===== src/rtl/common_types_pkg.sv =====
// common_types_pkg: shared arbiter state encoding and manager index constants
package common_types_pkg;
  typedef enum logic {ARB_IDLE, ARB_GRANT} arb_state_t;
  localparam int MGR_ICACHE = 0;
  localparam int MGR_DCACHE = 1;
  localparam int MGR_DEBUG  = 2;
endpackage


===== src/rtl/rr_arbiter_ch.sv =====
// rr_arbiter_ch: one-channel round-robin arbiter holding each grant for a whole burst
// Optional forced release after TIMEOUT_CYC grant cycles when ARB_TIMEOUT_EN is defined.
module rr_arbiter_ch
  import common_types_pkg::*;
#(
  parameter int NUM_MGR     = 3,
  parameter int IDX_W       = $clog2(NUM_MGR),
  parameter int TIMEOUT_CYC = 1024
) (
  input  logic               clk,
  input  logic               nrst,
  input  logic [NUM_MGR-1:0] req,
  input  logic               done,
  output logic [NUM_MGR-1:0] gnt,
  output logic [IDX_W-1:0]   gnt_idx,
  output logic               busy,
  output logic               timeout_err
);
  arb_state_t r_state, w_state_nxt;
  logic [IDX_W-1:0] r_idx, w_idx_nxt, r_ptr, w_ptr_nxt, w_win;
  logic w_any, w_load, w_expire, w_to;
  int w_j;
  always_comb begin
    w_any = 1'b0;
    w_win = '0;
    w_j   = 0;
    for (int i = 0; i < NUM_MGR; i++) begin
      w_j = int'(r_ptr) + i;
      if (w_j >= NUM_MGR) w_j = w_j - NUM_MGR;
      if (!w_any && req[IDX_W'(w_j)]) begin
        w_any = 1'b1;
        w_win = IDX_W'(w_j);
      end
    end
  end
  // done re-arbitrates in the same cycle, so back-to-back owners have no bubble
  always_comb begin
    w_state_nxt = r_state;
    w_idx_nxt   = r_idx;
    w_ptr_nxt   = r_ptr;
    w_load      = 1'b0;
    w_to        = 1'b0;
    if (w_expire && !done) begin
      w_state_nxt = ARB_IDLE;
      w_to        = 1'b1;
    end else if (r_state == ARB_IDLE || done) begin
      w_state_nxt = w_any ? ARB_GRANT : ARB_IDLE;
      w_load      = w_any;
      w_idx_nxt   = w_any ? w_win : r_idx;
      w_ptr_nxt   = !w_any ? r_ptr : (w_win == IDX_W'(NUM_MGR - 1)) ? '0 : w_win + IDX_W'(1);
    end
  end
  always_ff @(posedge clk) begin
    if (!nrst) begin
      r_state <= ARB_IDLE;
      r_idx   <= '0;
      r_ptr   <= '0;
    end else begin
      r_state <= w_state_nxt;
      r_idx   <= w_idx_nxt;
      r_ptr   <= w_ptr_nxt;
    end
  end
  assign busy    = r_state == ARB_GRANT;
  assign gnt_idx = r_idx;
  assign gnt     = busy ? NUM_MGR'(1) << r_idx : '0;
`ifdef ARB_TIMEOUT_EN
  localparam int CNT_W = $clog2(TIMEOUT_CYC) + 1;
  logic [CNT_W-1:0] r_cnt;
  logic r_to;
  assign w_expire = r_state == ARB_GRANT && r_cnt == CNT_W'(TIMEOUT_CYC - 1);
  always_ff @(posedge clk) begin
    if (!nrst) begin
      r_cnt <= '0;
      r_to  <= 1'b0;
    end else begin
      r_cnt <= w_load ? '0 : (r_state == ARB_GRANT) ? r_cnt + CNT_W'(1) : r_cnt;
      r_to  <= w_to;
    end
  end
  assign timeout_err = r_to;
`else
  logic w_unused;
  assign w_unused    = (TIMEOUT_CYC == 0) | w_to | w_load;
  assign w_expire    = 1'b0;
  assign timeout_err = 1'b0;
`endif
endmodule


===== src/rtl/axi_manager_arbiter.sv =====
// axi_manager_arbiter: independent round-robin read/write channel arbiters for icache, dcache, debug
// Define ARB_TIMEOUT_EN to force release of grants held TIMEOUT_CYC cycles.
module axi_manager_arbiter
  import common_types_pkg::*;
#(
  parameter int NUM_MGR     = 3,
  parameter int IDX_W       = $clog2(NUM_MGR),
  parameter int TIMEOUT_CYC = 1024
) (
  input  logic               clk,
  input  logic               nrst,
  input  logic [NUM_MGR-1:0] rd_req,
  input  logic [NUM_MGR-1:0] wr_req,
  input  logic               rd_done,
  input  logic               wr_done,
  output logic [NUM_MGR-1:0] rd_gnt,
  output logic [NUM_MGR-1:0] wr_gnt,
  output logic [IDX_W-1:0]   rd_gnt_idx,
  output logic [IDX_W-1:0]   wr_gnt_idx,
  output logic               rd_busy,
  output logic               wr_busy,
  output logic               timeout_err
);
  logic w_rd_to, w_wr_to;
  rr_arbiter_ch #(.NUM_MGR(NUM_MGR), .IDX_W(IDX_W), .TIMEOUT_CYC(TIMEOUT_CYC)) u_rd (
    .clk(clk), .nrst(nrst), .req(rd_req), .done(rd_done),
    .gnt(rd_gnt), .gnt_idx(rd_gnt_idx), .busy(rd_busy), .timeout_err(w_rd_to)
  );
  rr_arbiter_ch #(.NUM_MGR(NUM_MGR), .IDX_W(IDX_W), .TIMEOUT_CYC(TIMEOUT_CYC)) u_wr (
    .clk(clk), .nrst(nrst), .req(wr_req), .done(wr_done),
    .gnt(wr_gnt), .gnt_idx(wr_gnt_idx), .busy(wr_busy), .timeout_err(w_wr_to)
  );
  assign timeout_err = w_rd_to | w_wr_to;
endmodule

===== config.mk =====
export PLATFORM = sky130hd
export DESIGN_NAME = axi_manager_arbiter
export DESIGN_NICKNAME = d
export VERILOG_FILES = /design/src/rtl/common_types_pkg.sv /design/src/rtl/rr_arbiter_ch.sv /design/src/rtl/axi_manager_arbiter.sv
export SDC_FILE = /design/constraint.sdc
export NUM_CORES = 1
export LEC_CHECK = 0
export BUFFER_PORTS_ARGS = -buffer_cell sky130_fd_sc_hd__buf_2
export CORE_ASPECT_RATIO = 1.75
export CORE_MARGIN = 5
export CORE_UTILIZATION = 30
export DETAILED_ROUTE_END_ITERATION = 6
export GPL_ROUTABILITY_DRIVEN = 0
export SLEW_MARGIN = 20
export SYNTH_ARGS = -nofsm -noshare
export SYNTH_HDL_FRONTEND = slang
export SYNTH_SLANG_ARGS = --single-unit

===== constraint.sdc =====
create_clock -name clk -period 2.22 [get_ports clk]
set_input_delay 0.666 -clock clk [delete_from_list [all_inputs] [get_ports clk]]
set_output_delay 0.666 -clock clk [all_outputs]
set_load 0.03 [all_outputs]

==> insert_results.sql <==
INSERT INTO impl_metrics (metric_group, metric, value, unit) VALUES
('run_status', 'result_of_the_run', 'completed', ''),
('route', 'vias', '849', ''),
('clock_network', 'clock-root-buffer', 'clkbuf_8', ''),
('floorplan', 'floorplan.rows', '25', ''),
('worst_setup_path', 'critPathMaxFanout', '6', ''),
('power_and_ir_drop', 'clockPowerShare', '12.4', '%'),
('clock_network', 'clock_sink_count', '10', ''),
('floorplan', 'floorplan.initialDensity', '31.7', '%'),
('global_route', 'grtUsageTotal', '10.7', '%'),
('hold_path', 'hold_class', 'reg2reg', ''),
('global_route', 'global_route.overflow_total', '0', ''),
('global_route', 'number_of_global_route_vias_before_repair', '842', ''),
('global_route', 'grt_first_pass_wirelength', '3.45', 'mm'),
('worst_setup_path', 'startpoint_type', 'flop', ''),
('route', 'wl', '2.15', 'mm'),
('worst_setup_path', 'r2r-end', 'u_wr.r_ptr[0]$_SDFFE_PN0P_', ''),
('logic_synthesis', 'edff_count_synth', '0', ''),
('clock_network', 'post-cts-setup-buffer-count', '0', ''),
('global_route', 'grt_util_met1', '9.58', '%'),
('floorplan', 'die-height', '80.9', 'um'),
('placed_design', 'post_dp_cell_area', '1000', 'um2'),
('clock_network', 'cts_htree_levels', '1', ''),
('power_and_ir_drop', 'static-leakage-power', '0.474', 'nW'),
('power_and_ir_drop', 'intPower', '949', 'uW'),
('sta', 'final.setup_skew', '0.000272', 'ns'),
('worst_setup_path', 'crit_path_launch', 'u_wr.r_ptr[0]$_SDFFE_PN0P_', ''),
('logic_synthesis', 'synthesis.area_per_instance', '8.71', 'um2'),
('hold_path', 'worst_hold_path.num_cells', '2', ''),
('route', 'post_detailed_route_count_of_antenna_violating_nets', '0', ''),
('route', 'dr.pass1.iters', '2', ''),
('clock_network', 'ctsHoldBuffers', '0', ''),
('clock_network', 'path_clk_slew', '0.05', 'ns'),
('global_route', 'grt_start_max_net_pins', '11', ''),
('floorplan', 'ios', '23', ''),
('finish', 'antenna_cells', '0', ''),
('sta', 'setup-violations-final', '0', ''),
('placed_design', 'place_hpwl', '1.75', 'mm'),
('hold_path', 'min-delay-start', 'u_rd.r_ptr[1]$_SDFFE_PN0P_', ''),
('worst_setup_path', 'timing.setup.critical_path_class', 'reg2reg', ''),
('sta', 'setup_tns', '0', 'ns'),
('finish', 'flow.area_growth_from_synthesis', '25.7', '%'),
('route', 'remaining_design_rule_violation_count', '0', ''),
('sta', 'final_period_minus_worst_setup_slack', '2.12', 'ns'),
('finish', 'num-nets-final', '144', ''),
('logic_synthesis', 'ys_seq_elements', '10', ''),
('clock_network', 'worstSkewPairLatency', '0.24', 'ns'),
('global_route', 'global_route.peak_usage_layer', 'met2', ''),
('global_route', 'grt_antenna_before_repair', '0', ''),
('clock_network', 'ctsResizeCount', '0', ''),
('power_and_ir_drop', 'sequentialPowerShare', '19.2', '%'),
('clock_network', 'tritoncts_clock_tree', 'yes', ''),
('global_route', 'groute.layer.met2.usage', '21.4', '%'),
('logic_synthesis', 'synth_cell_type_count', '36', ''),
('logic_synthesis', 'mappedNetlistNets', '117', ''),
('sta', 'post-route-period-util', '95.6', '%'),
('worst_setup_path', 'crit-reg2reg-launch', 'u_wr.r_ptr[0]$_SDFFE_PN0P_', ''),
('sta', 'max_freq', '471', 'MHz'),
('sta', 'max_slew.worst_pin.slew', '0.488', 'ns'),
('global_route', 'met3_usage', '2.02', '%'),
('finish', 'finalInstanceArea', '1080', 'um2'),
('route', 'drt-vias-per-instance', '5.59', ''),
('hold_path', 'worst_hold_path.endpoint', 'u_rd.r_ptr[1]$_SDFFE_PN0P_', ''),
('logic_synthesis', 'synth_async_sr_flop_share', '0', '%'),
('power_and_ir_drop', 'power.density', '1670', 'nW/um2'),
('sta', 'report.final.hold_viol_count', '0', ''),
('worst_setup_path', 'critPathRequiredTime', '2.35', 'ns'),
('floorplan', 'die_outline_area', '4090', 'um2'),
('floorplan', 'die_w', '50.5', 'um'),
('placed_design', 'portBuffers', '21', ''),
('clock_network', 'cts_made_buffers', '3', ''),
('power_and_ir_drop', 'p_sw', '864', 'uW');
-- stage by stage --
stage	hold WS (ns)	setup WS (ns)	util (%)	std cells	total power, mW
2_1_floorplan	0.468	0.231	-	99	1.24
3_3_place_gp	0.489	0.113	36.9	148	1.50
3_5_place_dp	0.493	0.0363	36.9	148	1.52
4_1_cts	0.500	0.0504	38.9	152	1.75
5_1_grt	0.537	-0.00198	39.8	152	1.95
6_report	0.498	0.0975	39.8	152	1.81
-- synth_stat cells (2+ instances only) --
cell type	instances	area share [%]
o21ai_0	3	1.7
o21ai_2	2	2.0
a21boi_0	2	1.7
nor2_1	3	1.3
nor3_1	2	1.2
inv_1	5	2.2
mux2i_1	7	8.1
nand3b_1	5	4.4
nor3b_1	3	2.6
nand2_1	13	5.7
and4_1	2	2.0
nand2b_1	2	1.5
ha_1	8	12
and3b_1	4	4.1
a21boi_1	6	5.2
dfxtp_1	10	23
o22ai_1	2	1.5
o221ai_1	2	2.0
-- layout by cell type (no fill, tap or decap), drive strengths merged --
cell | netlist | layout
nor3b | 3 | 3
o221ai | 2 | 2
a21boi | 8 | 8
o21bai | 1 | 1
nor4b | 1 | 1
o21ba | 1 | 1
clkbuf | 0 | 4
ha | 8 | 8
nand2 | 13 | 13
o21ai | 5 | 5
nand3b | 5 | 5
nand4b | 1 | 1
o211ai | 1 | 1
a211oi | 1 | 1
a21oi | 1 | 1
and4 | 2 | 2
a211o | 1 | 1
conb | 1 | 1
a221o | 1 | 1
o31ai | 2 | 2
o22a | 1 | 1
inv | 5 | 5
mux2i | 7 | 7
nand2b | 2 | 2
or4 | 1 | 1
or4b | 1 | 1
nor2 | 3 | 3
buf | 2 | 24
dfxtp | 10 | 10
and3b | 4 | 4
o22ai | 3 | 3
nor3 | 2 | 2
-- logic make-up after synthesis --
family                     after synthesis  synth area share, %
DFF                                     10                 23.2
other                                    1                0.435
muxes                                    7                 8.13
and+or+nand+nor                         38                 26.7
adders and majority gates                8                 11.6
buffers and inverters                    7                 4.35
AOI/OAI and AO/OA                       28                 25.5
-- flip-flops by register name (all words and copies together) (netlist names) --
| name | flops |
|---|---|
| u_wr.r_ptr | 2 |
| u_rd.gnt_idx | 2 |
| u_rd.r_ptr | 2 |
| u_rd.busy | 1 |
| u_wr.gnt_idx | 2 |
| u_wr.busy | 1 |
-- per-layer routing --
layer / part of all wire (%) / vias up / routed length [um]
li1: - / 426 / -
met1: 35 / 397 / 761
met2: 57 / 22 / 1220
met3: 6.3 / 4 / 135
met4: 1.5 / 0 / 33
met5: 0 / - / 0
-- critical path, stage by stage (launching register included) --
cell and delay [ns]:
dfxtp_1 0.32, inv_1 0.14, ha_2 0.26, mux2i_1 0.29, o22ai_4 0.13, nor4b_1 0.15, or4b_1 0.52, and4_1 0.19
-- worst max path at each step --
stage / endpoint
finish: u_wr.r_ptr[0]$_SDFFE_PN0P_
detailed placement: u_wr.r_ptr[0]$_SDFFE_PN0P_
CTS: u_wr.r_ptr[0]$_SDFFE_PN0P_
global route: u_wr.r_ptr[0]$_SDFFE_PN0P_
global placement: u_wr.r_ptr[0]$_SDFFE_PN0P_
floorplan: wr_gnt[0]
-- power groups by stage --
stage	Sequential (mW)	Combinational [mW]	Clock [mW]
final	0.348	1.24	0.226
after global routing	0.361	1.35	0.242
after CTS	0.343	1.18	0.227
after detailed placement	0.345	1.18	0
after global placement	0.338	1.16	0
after floorplan	0.407	0.838	0
-- final cells by class --
type,instances,area (um2)
Clock buffer,4,55.1
Fill cell,282,1640
Inverter,5,18.8
Multi-Input combinational cell,82,647
Sequential cell,10,201
Tap cell,27,33.8
Timing Repair Buffer,24,128
No activity file was read; power rests on OpenSTA's default activity.
